[config.mk]
export PLATFORM = sky130hd
export DESIGN_NAME = at_hazard_ctrl
export DESIGN_NICKNAME = d
export VERILOG_FILES = /design/src/rtl/at_hazard_ctrl.sv
export SDC_FILE = /design/constraint.sdc
export NUM_CORES = 1
export LEC_CHECK = 0
export CORE_UTILIZATION = 45
export CTS_BUF_LIST = sky130_fd_sc_hd__clkbuf_16
export CTS_CLUSTER_SIZE = 25
export DETAILED_ROUTE_END_ITERATION = 6
export GPL_ROUTABILITY_DRIVEN = 1
export PLACE_DENSITY = 0.73
export SETUP_SLACK_MARGIN = 0.02
export SLEW_MARGIN = 10
export SYNTH_ARGS = -nofsm -noshare
export SYNTH_HDL_FRONTEND = slang
export SYNTH_SLANG_ARGS = --single-unit
[constraint.sdc]
create_clock -name clk -period 2.25 [get_ports clk]
set_input_delay 0.45 -clock clk [delete_from_list [all_inputs] [get_ports clk]]
set_output_delay 0.45 -clock clk [all_outputs]
set_load 0.01 [all_outputs]
[src/rtl/at_hazard_ctrl.sv]
// Hazard controller for a 5-stage MIPS-style pipeline: register-hazard stalls,
// D/E/M forwarding selects, mult/div busy interlock and eret-after-mtc0 interlock.
module at_hazard_ctrl (
    input  logic       clk,
    input  logic       reset,
    input  logic [4:0] RA1_ID,
    input  logic [4:0] RA2_ID,
    input  logic [4:0] WA_ID,
    input  logic [1:0] Tuse_RA1,
    input  logic [1:0] Tuse_RA2,
    input  logic [1:0] Tnew,
    input  logic       md_use_ID,
    input  logic       md_start_ID,
    input  logic       md_is_div_ID,
    input  logic [4:0] c0_WA_ID,
    input  logic       eret_ID,
    input  logic       flush,
    output logic       stall,
    output logic [1:0] FwdD1,
    output logic [1:0] FwdD2,
    output logic [1:0] FwdE1,
    output logic [1:0] FwdE2,
    output logic       FwdM2
);

    localparam logic [3:0] MUL_CYCLES = 4'd5;
    localparam logic [3:0] DIV_CYCLES = 4'd10;
    localparam logic [4:0] EPC_REG    = 5'd14;

    function automatic logic [1:0] sat_dec(input logic [1:0] t);
        return (t == 2'd0) ? 2'd0 : t - 2'd1;
    endfunction

    // Producer result is ready now and targets a real register r.
    function automatic logic fwd_hit(input logic [4:0] r, input logic [4:0] wa,
                                     input logic [1:0] tn);
        return (r != 5'd0) && (r == wa) && (tn == 2'd0);
    endfunction

    // Producer result arrives later than the consumer needs it.
    function automatic logic too_late(input logic [4:0] r, input logic [4:0] wa,
                                      input logic [1:0] tn, input logic [1:0] tuse);
        return (r != 5'd0) && (r == wa) && (tn > tuse);
    endfunction

    // Fields with no downstream consumer are not carried into later stages.
    logic [4:0] ra1_e_q, ra1_e_d;
    logic [4:0] ra2_e_q, ra2_e_d;
    logic [4:0] wa_e_q, wa_e_d;
    logic [1:0] tnew_e_q, tnew_e_d;
    logic [4:0] c0_wa_e_q, c0_wa_e_d;
    logic       md_start_e_q, md_start_e_d;
    logic       md_is_div_e_q, md_is_div_e_d;

    logic [4:0] ra2_m_q, ra2_m_d;
    logic [4:0] wa_m_q, wa_m_d;
    logic [1:0] tnew_m_q, tnew_m_d;
    logic [4:0] c0_wa_m_q, c0_wa_m_d;

    logic [4:0] wa_w_q, wa_w_d;
    logic [1:0] tnew_w_q, tnew_w_d;

    logic [3:0] cnt_q, cnt_d;

    logic stall_ra1, stall_ra2, stall_md, stall_eret, md_busy;

    assign stall_ra1  = too_late(RA1_ID, wa_e_q, tnew_e_q, Tuse_RA1) ||
                        too_late(RA1_ID, wa_m_q, tnew_m_q, Tuse_RA1);
    assign stall_ra2  = too_late(RA2_ID, wa_e_q, tnew_e_q, Tuse_RA2) ||
                        too_late(RA2_ID, wa_m_q, tnew_m_q, Tuse_RA2);
    assign md_busy    = md_start_e_q || (cnt_q != 4'd0);
    assign stall_md   = md_use_ID && md_busy;
    assign stall_eret = eret_ID && ((c0_wa_e_q == EPC_REG) || (c0_wa_m_q == EPC_REG));
    assign stall      = !flush && (stall_ra1 || stall_ra2 || stall_md || stall_eret);

    always_comb begin : stage_next
        ra1_e_d       = RA1_ID;
        ra2_e_d       = RA2_ID;
        wa_e_d        = WA_ID;
        tnew_e_d      = Tnew;
        c0_wa_e_d     = c0_WA_ID;
        md_start_e_d  = md_start_ID;
        md_is_div_e_d = md_is_div_ID;

        ra2_m_d   = ra2_e_q;
        wa_m_d    = wa_e_q;
        tnew_m_d  = sat_dec(tnew_e_q);
        c0_wa_m_d = c0_wa_e_q;

        wa_w_d   = wa_m_q;
        tnew_w_d = sat_dec(tnew_m_q);

        if (flush) begin
            ra1_e_d       = 5'd0;
            ra2_e_d       = 5'd0;
            wa_e_d        = 5'd0;
            tnew_e_d      = 2'd0;
            c0_wa_e_d     = 5'd0;
            md_start_e_d  = 1'b0;
            md_is_div_e_d = 1'b0;
            ra2_m_d       = 5'd0;
            wa_m_d        = 5'd0;
            tnew_m_d      = 2'd0;
            c0_wa_m_d     = 5'd0;
            wa_w_d        = 5'd0;
            tnew_w_d      = 2'd0;
        end else if (stall) begin
            ra1_e_d       = 5'd0;
            ra2_e_d       = 5'd0;
            wa_e_d        = 5'd0;
            tnew_e_d      = 2'd0;
            c0_wa_e_d     = 5'd0;
            md_start_e_d  = 1'b0;
            md_is_div_e_d = 1'b0;
        end
    end

    // The busy count keeps running across a flush; only reset aborts it.
    always_comb begin : md_next
        cnt_d = cnt_q;
        if (md_start_e_q) begin
            cnt_d = md_is_div_e_q ? DIV_CYCLES : MUL_CYCLES;
        end else if (cnt_q != 4'd0) begin
            cnt_d = cnt_q - 4'd1;
        end
    end

    always_ff @(posedge clk or negedge reset) begin
        if (!reset) begin
            ra1_e_q       <= 5'd0;
            ra2_e_q       <= 5'd0;
            wa_e_q        <= 5'd0;
            tnew_e_q      <= 2'd0;
            c0_wa_e_q     <= 5'd0;
            md_start_e_q  <= 1'b0;
            md_is_div_e_q <= 1'b0;
            ra2_m_q       <= 5'd0;
            wa_m_q        <= 5'd0;
            tnew_m_q      <= 2'd0;
            c0_wa_m_q     <= 5'd0;
            wa_w_q        <= 5'd0;
            tnew_w_q      <= 2'd0;
            cnt_q         <= 4'd0;
        end else begin
            ra1_e_q       <= ra1_e_d;
            ra2_e_q       <= ra2_e_d;
            wa_e_q        <= wa_e_d;
            tnew_e_q      <= tnew_e_d;
            c0_wa_e_q     <= c0_wa_e_d;
            md_start_e_q  <= md_start_e_d;
            md_is_div_e_q <= md_is_div_e_d;
            ra2_m_q       <= ra2_m_d;
            wa_m_q        <= wa_m_d;
            tnew_m_q      <= tnew_m_d;
            c0_wa_m_q     <= c0_wa_m_d;
            wa_w_q        <= wa_w_d;
            tnew_w_q      <= tnew_w_d;
            cnt_q         <= cnt_d;
        end
    end

    // Youngest matching producer is tested first so it shadows older writers.
    always_comb begin : fwd_sel
        FwdD1 = 2'd0;
        if (fwd_hit(RA1_ID, wa_e_q, tnew_e_q))      FwdD1 = 2'd1;
        else if (fwd_hit(RA1_ID, wa_m_q, tnew_m_q)) FwdD1 = 2'd2;
        else if (fwd_hit(RA1_ID, wa_w_q, tnew_w_q)) FwdD1 = 2'd3;

        FwdD2 = 2'd0;
        if (fwd_hit(RA2_ID, wa_e_q, tnew_e_q))      FwdD2 = 2'd1;
        else if (fwd_hit(RA2_ID, wa_m_q, tnew_m_q)) FwdD2 = 2'd2;
        else if (fwd_hit(RA2_ID, wa_w_q, tnew_w_q)) FwdD2 = 2'd3;

        FwdE1 = 2'd0;
        if (fwd_hit(ra1_e_q, wa_m_q, tnew_m_q))      FwdE1 = 2'd1;
        else if (fwd_hit(ra1_e_q, wa_w_q, tnew_w_q)) FwdE1 = 2'd2;

        FwdE2 = 2'd0;
        if (fwd_hit(ra2_e_q, wa_m_q, tnew_m_q))      FwdE2 = 2'd1;
        else if (fwd_hit(ra2_e_q, wa_w_q, tnew_w_q)) FwdE2 = 2'd2;

        FwdM2 = fwd_hit(ra2_m_q, wa_w_q, tnew_w_q);
    end

endmodule
==> flow_summary.ini, run 1 <==
[run_status]
status = finished, violations left
failed_checks = negative setup slack

[worst_setup_path]
required_ns = 1.80
r2r_slack_ns = -0.14
endpoint_kind = output port
path_cells = inv_2, ha_4, or4b_4, a22o_4, a2111oi_4, a21oi_4, buf_6
crit_fanout = 2
crit_type = reg -> out
max_stage_delay_ns = 0.46
cp_num_buf_inv = 2
worstSetupStartpointType = flop
critPathSlowestCell = or4b_4
crit_family = compound AO/OA/AOI/OAI gates
critPathArrivalTime_ns = 2.16

[clock_network]
cts_tree = built
cts_buffers = 5
cts_buffer_depth = 2
cts-root-buf = clkbuf_16
hold_buffers = 0
path_clk_slew_ns = 0.07
htree_levels = 2
clock_latency_ns = 0.29
cts.sinks = 52

[routing]
drt_iter0_drc = 132
routed_wl_um = 9030
avgViaCountPerCell = 5.50
wl_per_cell_um = 19.5
firstDrtPassIters = 4
num_vias = 2546
postRouteAntennaNets = 0
drc_errors = 0

[final_layout]
fin_nets = 430
area_growth_pct = 57.8
final_core_util_pct = 75.6
drive_gt1_share_pct = 45.4
n_antenna_cell = 0
fillers = 377
mostFrequentLayoutCells = 64 x buf_4, 50 x dfrtp_1, 33 x xnor2_1
fin_area_um2 = 4610
final_common_cell = buf_4
regArea_um2 = 1300
multiInputGateArea_um2 = 1890

[timing]
finalWorstSetupSlack_ns = -0.361
setup_tns_ns = -2.48
worstMarginPinSlew_ns = 0.634
finalSetupViolations = 21
finalClockSkew_ns = 0.00485
rsz0062_at_grt = yes
layout_min_cycle_time_ns = 2.61
max_slew_margin_pct = 57.8
post-route-period-util_pct = 116
timing.fmax_ghz = 0.383
slew_viol_final = 0
hold_viol = 0

[synthesis]
yosysSeqAreaShare_pct = 44.5
synth-edff-count = 0
synthArstFlopShare_pct = 100
synth_cell_type_count = 34
yosys.area.top_type = dfrtp_1
netlist_area_um2 = 2920
ys.flop_type = dfrtp_1
synth.mux.area_fraction_pct = 0
synthCells = 274
yosys.area_share.simple_pct = 24.5
synth_top_family_by_area = simple AND/OR/NAND/NOR gates
synth_warnings = 0
synth_area_leaders = dfrtp_1 45%, xnor2_1 13%, and4b_1 6.5%
syn_nets = 317
synth-xor-area-share_pct = 16.8
synth_area_per_cell_um2 = 10.7
synth_top_area_share_pct = 44.5
synth_seq_cells = 52
synth_compound_area_share_pct = 5.40
synthAdderAreaFrac_pct = 4.28

[die]
die_h_um = 82.6
io-pin-count = 43
dieArea_um2 = 6820
std_cell_rows = 28
core-area_um2 = 6100
die_w_um = 82.6
start_util_pct = 47.9

[power]
p_leak_nw = 2.13
powerDensity_nw_per_um2 = 656
vdd_drop_max_mv = 0.435
power.total_mw = 3.03

[placement]
dp_hpwl_um = 5390
io_buffers = 42
gp_congestion = 0.837
place_ws_ns = -1.08
dpl_cell_area_um2 = 3870

[hold_path]
min_path_type = in -> async

[job]
cap_viol_max_count = 0

[global_route]
grt_antenna_before_repair = 0
grt_util_all_layers_pct = 26.1
grt_max_degree = 49
grt_pass1_wl_um = 12900
grt_remaining_overflow = 0
grt_pass1_vias = 2581
cells in the mapped netlist (2+ instances only):
| cell | count |
|---|---|
| a22oi_1 | 2 |
| o211ai_1 | 2 |
| or4_1 | 5 |
| inv_1 | 11 |
| nand3_1 | 5 |
| nand2_1 | 10 |
| nor2_1 | 6 |
| nand4_1 | 7 |
| a21oi_1 | 9 |
| nor4_1 | 10 |
| xnor2_1 | 44 |
| nor3_1 | 3 |
| nor3b_1 | 4 |
| and4b_2 | 5 |
| a22o_1 | 2 |
| buf_6 | 2 |
| ha_1 | 10 |
| xor2_1 | 12 |
| dfrtp_1 | 52 |
| and4b_1 | 19 |
| nor2b_1 | 21 |
| or2_2 | 2 |
| clkbuf_1 | 18 |
| o21ai_0 | 3 |
state kept, by name (all words and copies together), names as in the netlist, 4 cells and up:
name and flops:
wa_w_q 5, cnt_q 4, wa_m_q 5, ra1_e_q 5, wa_e_q 5, ra2_m_q 5, c0_wa_e_q 5, ra2_e_q 5
c0_wa_m_q 5
metal layers:
| layer | part of all wire (%) | wire, µm | global-route usage, % |
|---|---|---|---|
| met1 | 40 | 3630 | 32.8 |
| met2 | 53 | 4820 | 46.4 |
| met3 | 4.7 | 423 | 3.63 |
| met4 | 1.7 | 158 | 7.41 |
| met5 | 0 | 0 | 0 |
cell type report:
cell class                      instances  area share, %
Tap cell                               75           2.04
Clock inverter                          3          0.923
Sequential cell                        52           28.3
Multi-Input combinational cell        191           40.9
Timing Repair Buffer                  126           24.2
Clock buffer                            5           2.71
Inverter                               11          0.896
worst reg2reg max path, stage by stage, from the launching register on:
cell and delay (ns):
dfrtp_1 0.41, inv_2 0.10, ha_4 0.13, or4b_4 0.46, a22o_4 0.24, a2111oi_4 0.29, buf_4 0.24, buf_6 0.11
clkbuf_16 0.13, and4b_2 0.22
through the flow:
stage | hold WS, ns | std cells
2_1_floorplan | 0.154 | 274
3_3_place_gp | 0.466 | 437
3_5_place_dp | 0.489 | 437
4_1_cts | 0.200 | 452
5_1_grt | 0.221 | 463
6_report | 0.171 | 463
power breakdown:
part	leakage (nW)	switching (mW)	internal [mW]
Clock	0.0814	0.341	0.523
Combinational	1.35	0.471	0.606
Sequential	0.697	0.0635	1.02
Total	2.13	0.876	2.15
kinds of logic (layout without fill, tap and decap cells):
family,Yosys count,after routing
flip-flops,52,52
AO/OA/AOI/OAI,22,22
buffers and inverters,31,145
adder cells (fa/ha/maj),10,10
AND/OR/NAND/NOR,103,103
XOR/XNOR,56,56
worst paths after layout:
kind | start | end | cells past startpoint
setup / recovery | cnt_q[0] | stall | 7
hold / removal | reset | tnew_e_q[0] | 1
setup reg to reg | cnt_q[0] | ra2_e_q[4] | 9
hold reg to reg | c0_wa_e_q[4] | c0_wa_m_q[4] | 1
max in group asynchronous | reset | wa_m_q[2] | 2
min in group clk | c0_wa_e_q[4] | c0_wa_m_q[4] | 1
what timing repair did:
item                       4_1_cts  5_1_grt
setup endpoints to repair       34       34
pin swaps                       25       41
cloned                           0        3
buffers inserted                10       11
resized for setup              128       49
No activity file was read; power rests on OpenSTA's default activity.
==> run 2, diff against run 1 <==
clock period = 2.15 ns   (was 2.25 ns; I/O delays follow)
==> run 2 against run 1 <==
Effect of this change:
- the run still ends with negative setup slack left
- largest cell class unchanged
- total power is 1.2% lower
- non-clock buffer count up 7
- design area down 1.0%
- worst hold slack worse by 0.054 ns
- via count increased by 0.79%
- critical path depth increased by 1
- register-to-register slack worse by 0.06 ns
- sequential cell count is the same
- largest power group unchanged
- die area unchanged
==> flow_summary.ini, run 2 (synthesis gave the netlist of run 1 again) <==
[die]
start_util_pct = 47.9
die_w_um = 82.6
dieArea_um2 = 6820
die_h_um = 82.6
core-area_um2 = 6100
io-pin-count = 43
std_cell_rows = 28

[power]
clkPwrFrac_pct = 27.2
netSwitchingFraction_pct = 29.6
p_leak_nw = 2.15
pwr-share-seq_pct = 37.9
combPwrFrac_pct = 34.9
internal_power_mw = 2.11
p_switching_mw = 0.884
vdd_drop_max_mv = 0.574
powerDensity_nw_per_um2 = 655

[placement]
place_ws_ns = -1.05
gp_congestion = 0.847
dp.cells = 441
dp_hpwl_um = 5130
io_buffers = 42

[clock_network]
cts.sinks = 52
cts_buffer_depth = 2
cts-root-buf = clkbuf_16
path_clk_slew_ns = 0.07
clock_latency_ns = 0.29
htree_levels = 2
cts_tree = built
cts_buffers = 5
hold_buffers = 0

[timing]
holdWs_ns = 0.117
finalClockSkew_ns = 0.00683
timing.fmax_ghz = 0.385
finalWorstSetupSlack_ns = -0.447
hold_viol = 0
layout_min_cycle_time_ns = 2.60
setup_tns_ns = -5.61
post-route-period-util_pct = 121
finalSetupViolations = 33
worstMarginPinSlew_ns = 0.538
rsz0062_at_grt = yes
max_slew_margin_pct = 63.8
slew_viol_final = 0

[run_status]
status = finished, violations left
failed_checks = negative setup slack

[final_layout]
fillers = 399
drive_gt1_share_pct = 43.5
mostFrequentLayoutCells = 69 x buf_4, 50 x dfrtp_1, 34 x xnor2_1
area_growth_pct = 56.2
final_cells = 470
multiInputGateArea_um2 = 1790
final_common_cell = buf_4
n_antenna_cell = 0
fin_nets = 437
regArea_um2 = 1300

[routing]
postRouteAntennaNets = 0
firstDrtPassIters = 4
wl_per_cell_um = 18.5
routed_wl_um = 8700
num_vias = 2566
drc_errors = 0
avgViaCountPerCell = 5.46
drt_iter0_drc = 161

[worst_setup_path]
crit_fanout = 2
crit_type = reg -> out
r2r_slack_ns = -0.20
critPathArrivalTime_ns = 2.17
endpoint_kind = output port
worstSetupStartpointType = flop
required_ns = 1.72

[hold_path]
min_path_type = in -> async

[global_route]
grt_util_all_layers_pct = 27.1
grt_max_degree = 53
grt_pass1_vias = 2639
grt_remaining_overflow = 0
grt_antenna_before_repair = 0
grt_pass1_wl_um = 13100

[job]
cap_viol_max_count = 0
## run 2: path summary, 6_finish.rpt
path	start	endpoint	depth (start not counted)
worst max-delay path	wa_m_q[4]	stall	8
worst min-delay path	reset	c0_wa_e_q[4]	2
worst max register to register	cnt_q[0]	ra2_e_q[4]	9
worst min register to register	c0_wa_e_q[1]	c0_wa_m_q[1]	1
max in group asynchronous	reset	wa_m_q[2]	2
min in group clk	c0_wa_e_q[1]	c0_wa_m_q[1]	1
## run 2: timing repair
item | 4_1_cts | 5_1_grt
cloned | 2 | 1
buffers inserted | 14 | 6
endpoints found under the setup margin | 34 | 34
pin swaps | 31 | 35
gates resized for setup | 139 | 21
## run 2: metrics by stage
step	power (mW)	area (µm²)	utilization [%]
after floorplan	1.57	2940	-
after detailed placement	1.97	3900	64.0
final	2.99	4560	74.9
after global placement	1.95	3900	64.0
after CTS	2.89	4390	72.0
after global routing	3.15	4560	74.9
## run 2: critical path, stage by stage (launching register included)
cell and delay, ns:
dfrtp_1 0.39, buf_4 0.16, xnor2_2 0.22, nand3_1 0.14, buf_4 0.16, a2111oi_4 0.38, a2111oi_4 0.10, a21oi_4 0.20
buf_6 0.12
## run 2: power by group through the flow
stage               Clock (mW)  Sequential [mW]  Combinational [mW]
detailed placement           0             1.14               0.831
global placement             0             1.14               0.812
finish                   0.813             1.13                1.04
global route             0.873             1.14                1.13
floorplan                    0             1.14               0.425
CTS                      0.818             1.13               0.942
## run 2: final cells by class
class / count / share of cell area [%]
Tap cell: 75 / 2.06
Inverter: 11 / 0.905
Timing Repair Buffer: 133 / 26.0
Clock buffer: 5 / 2.74
Multi-Input combinational cell: 191 / 39.1
Sequential cell: 52 / 28.6
Clock inverter: 3 / 0.603
## run 2: per-layer routing
metal	track usage [%]	share of wire, %	vias up
li1	-	-	1194
met1	32.7	40	1274
met2	47.3	52	73
met3	4.73	4.5	25
met4	11.7	3.5	0
met5	0	0	-
==> run 3, diff against run 2 <==
CTS_CLUSTER_SIZE = 14   (was 25)
SLEW_MARGIN = 20   (was 10)
==> results of run 3 <==
Final layout, timing and power as in run 2 (identical DEF).
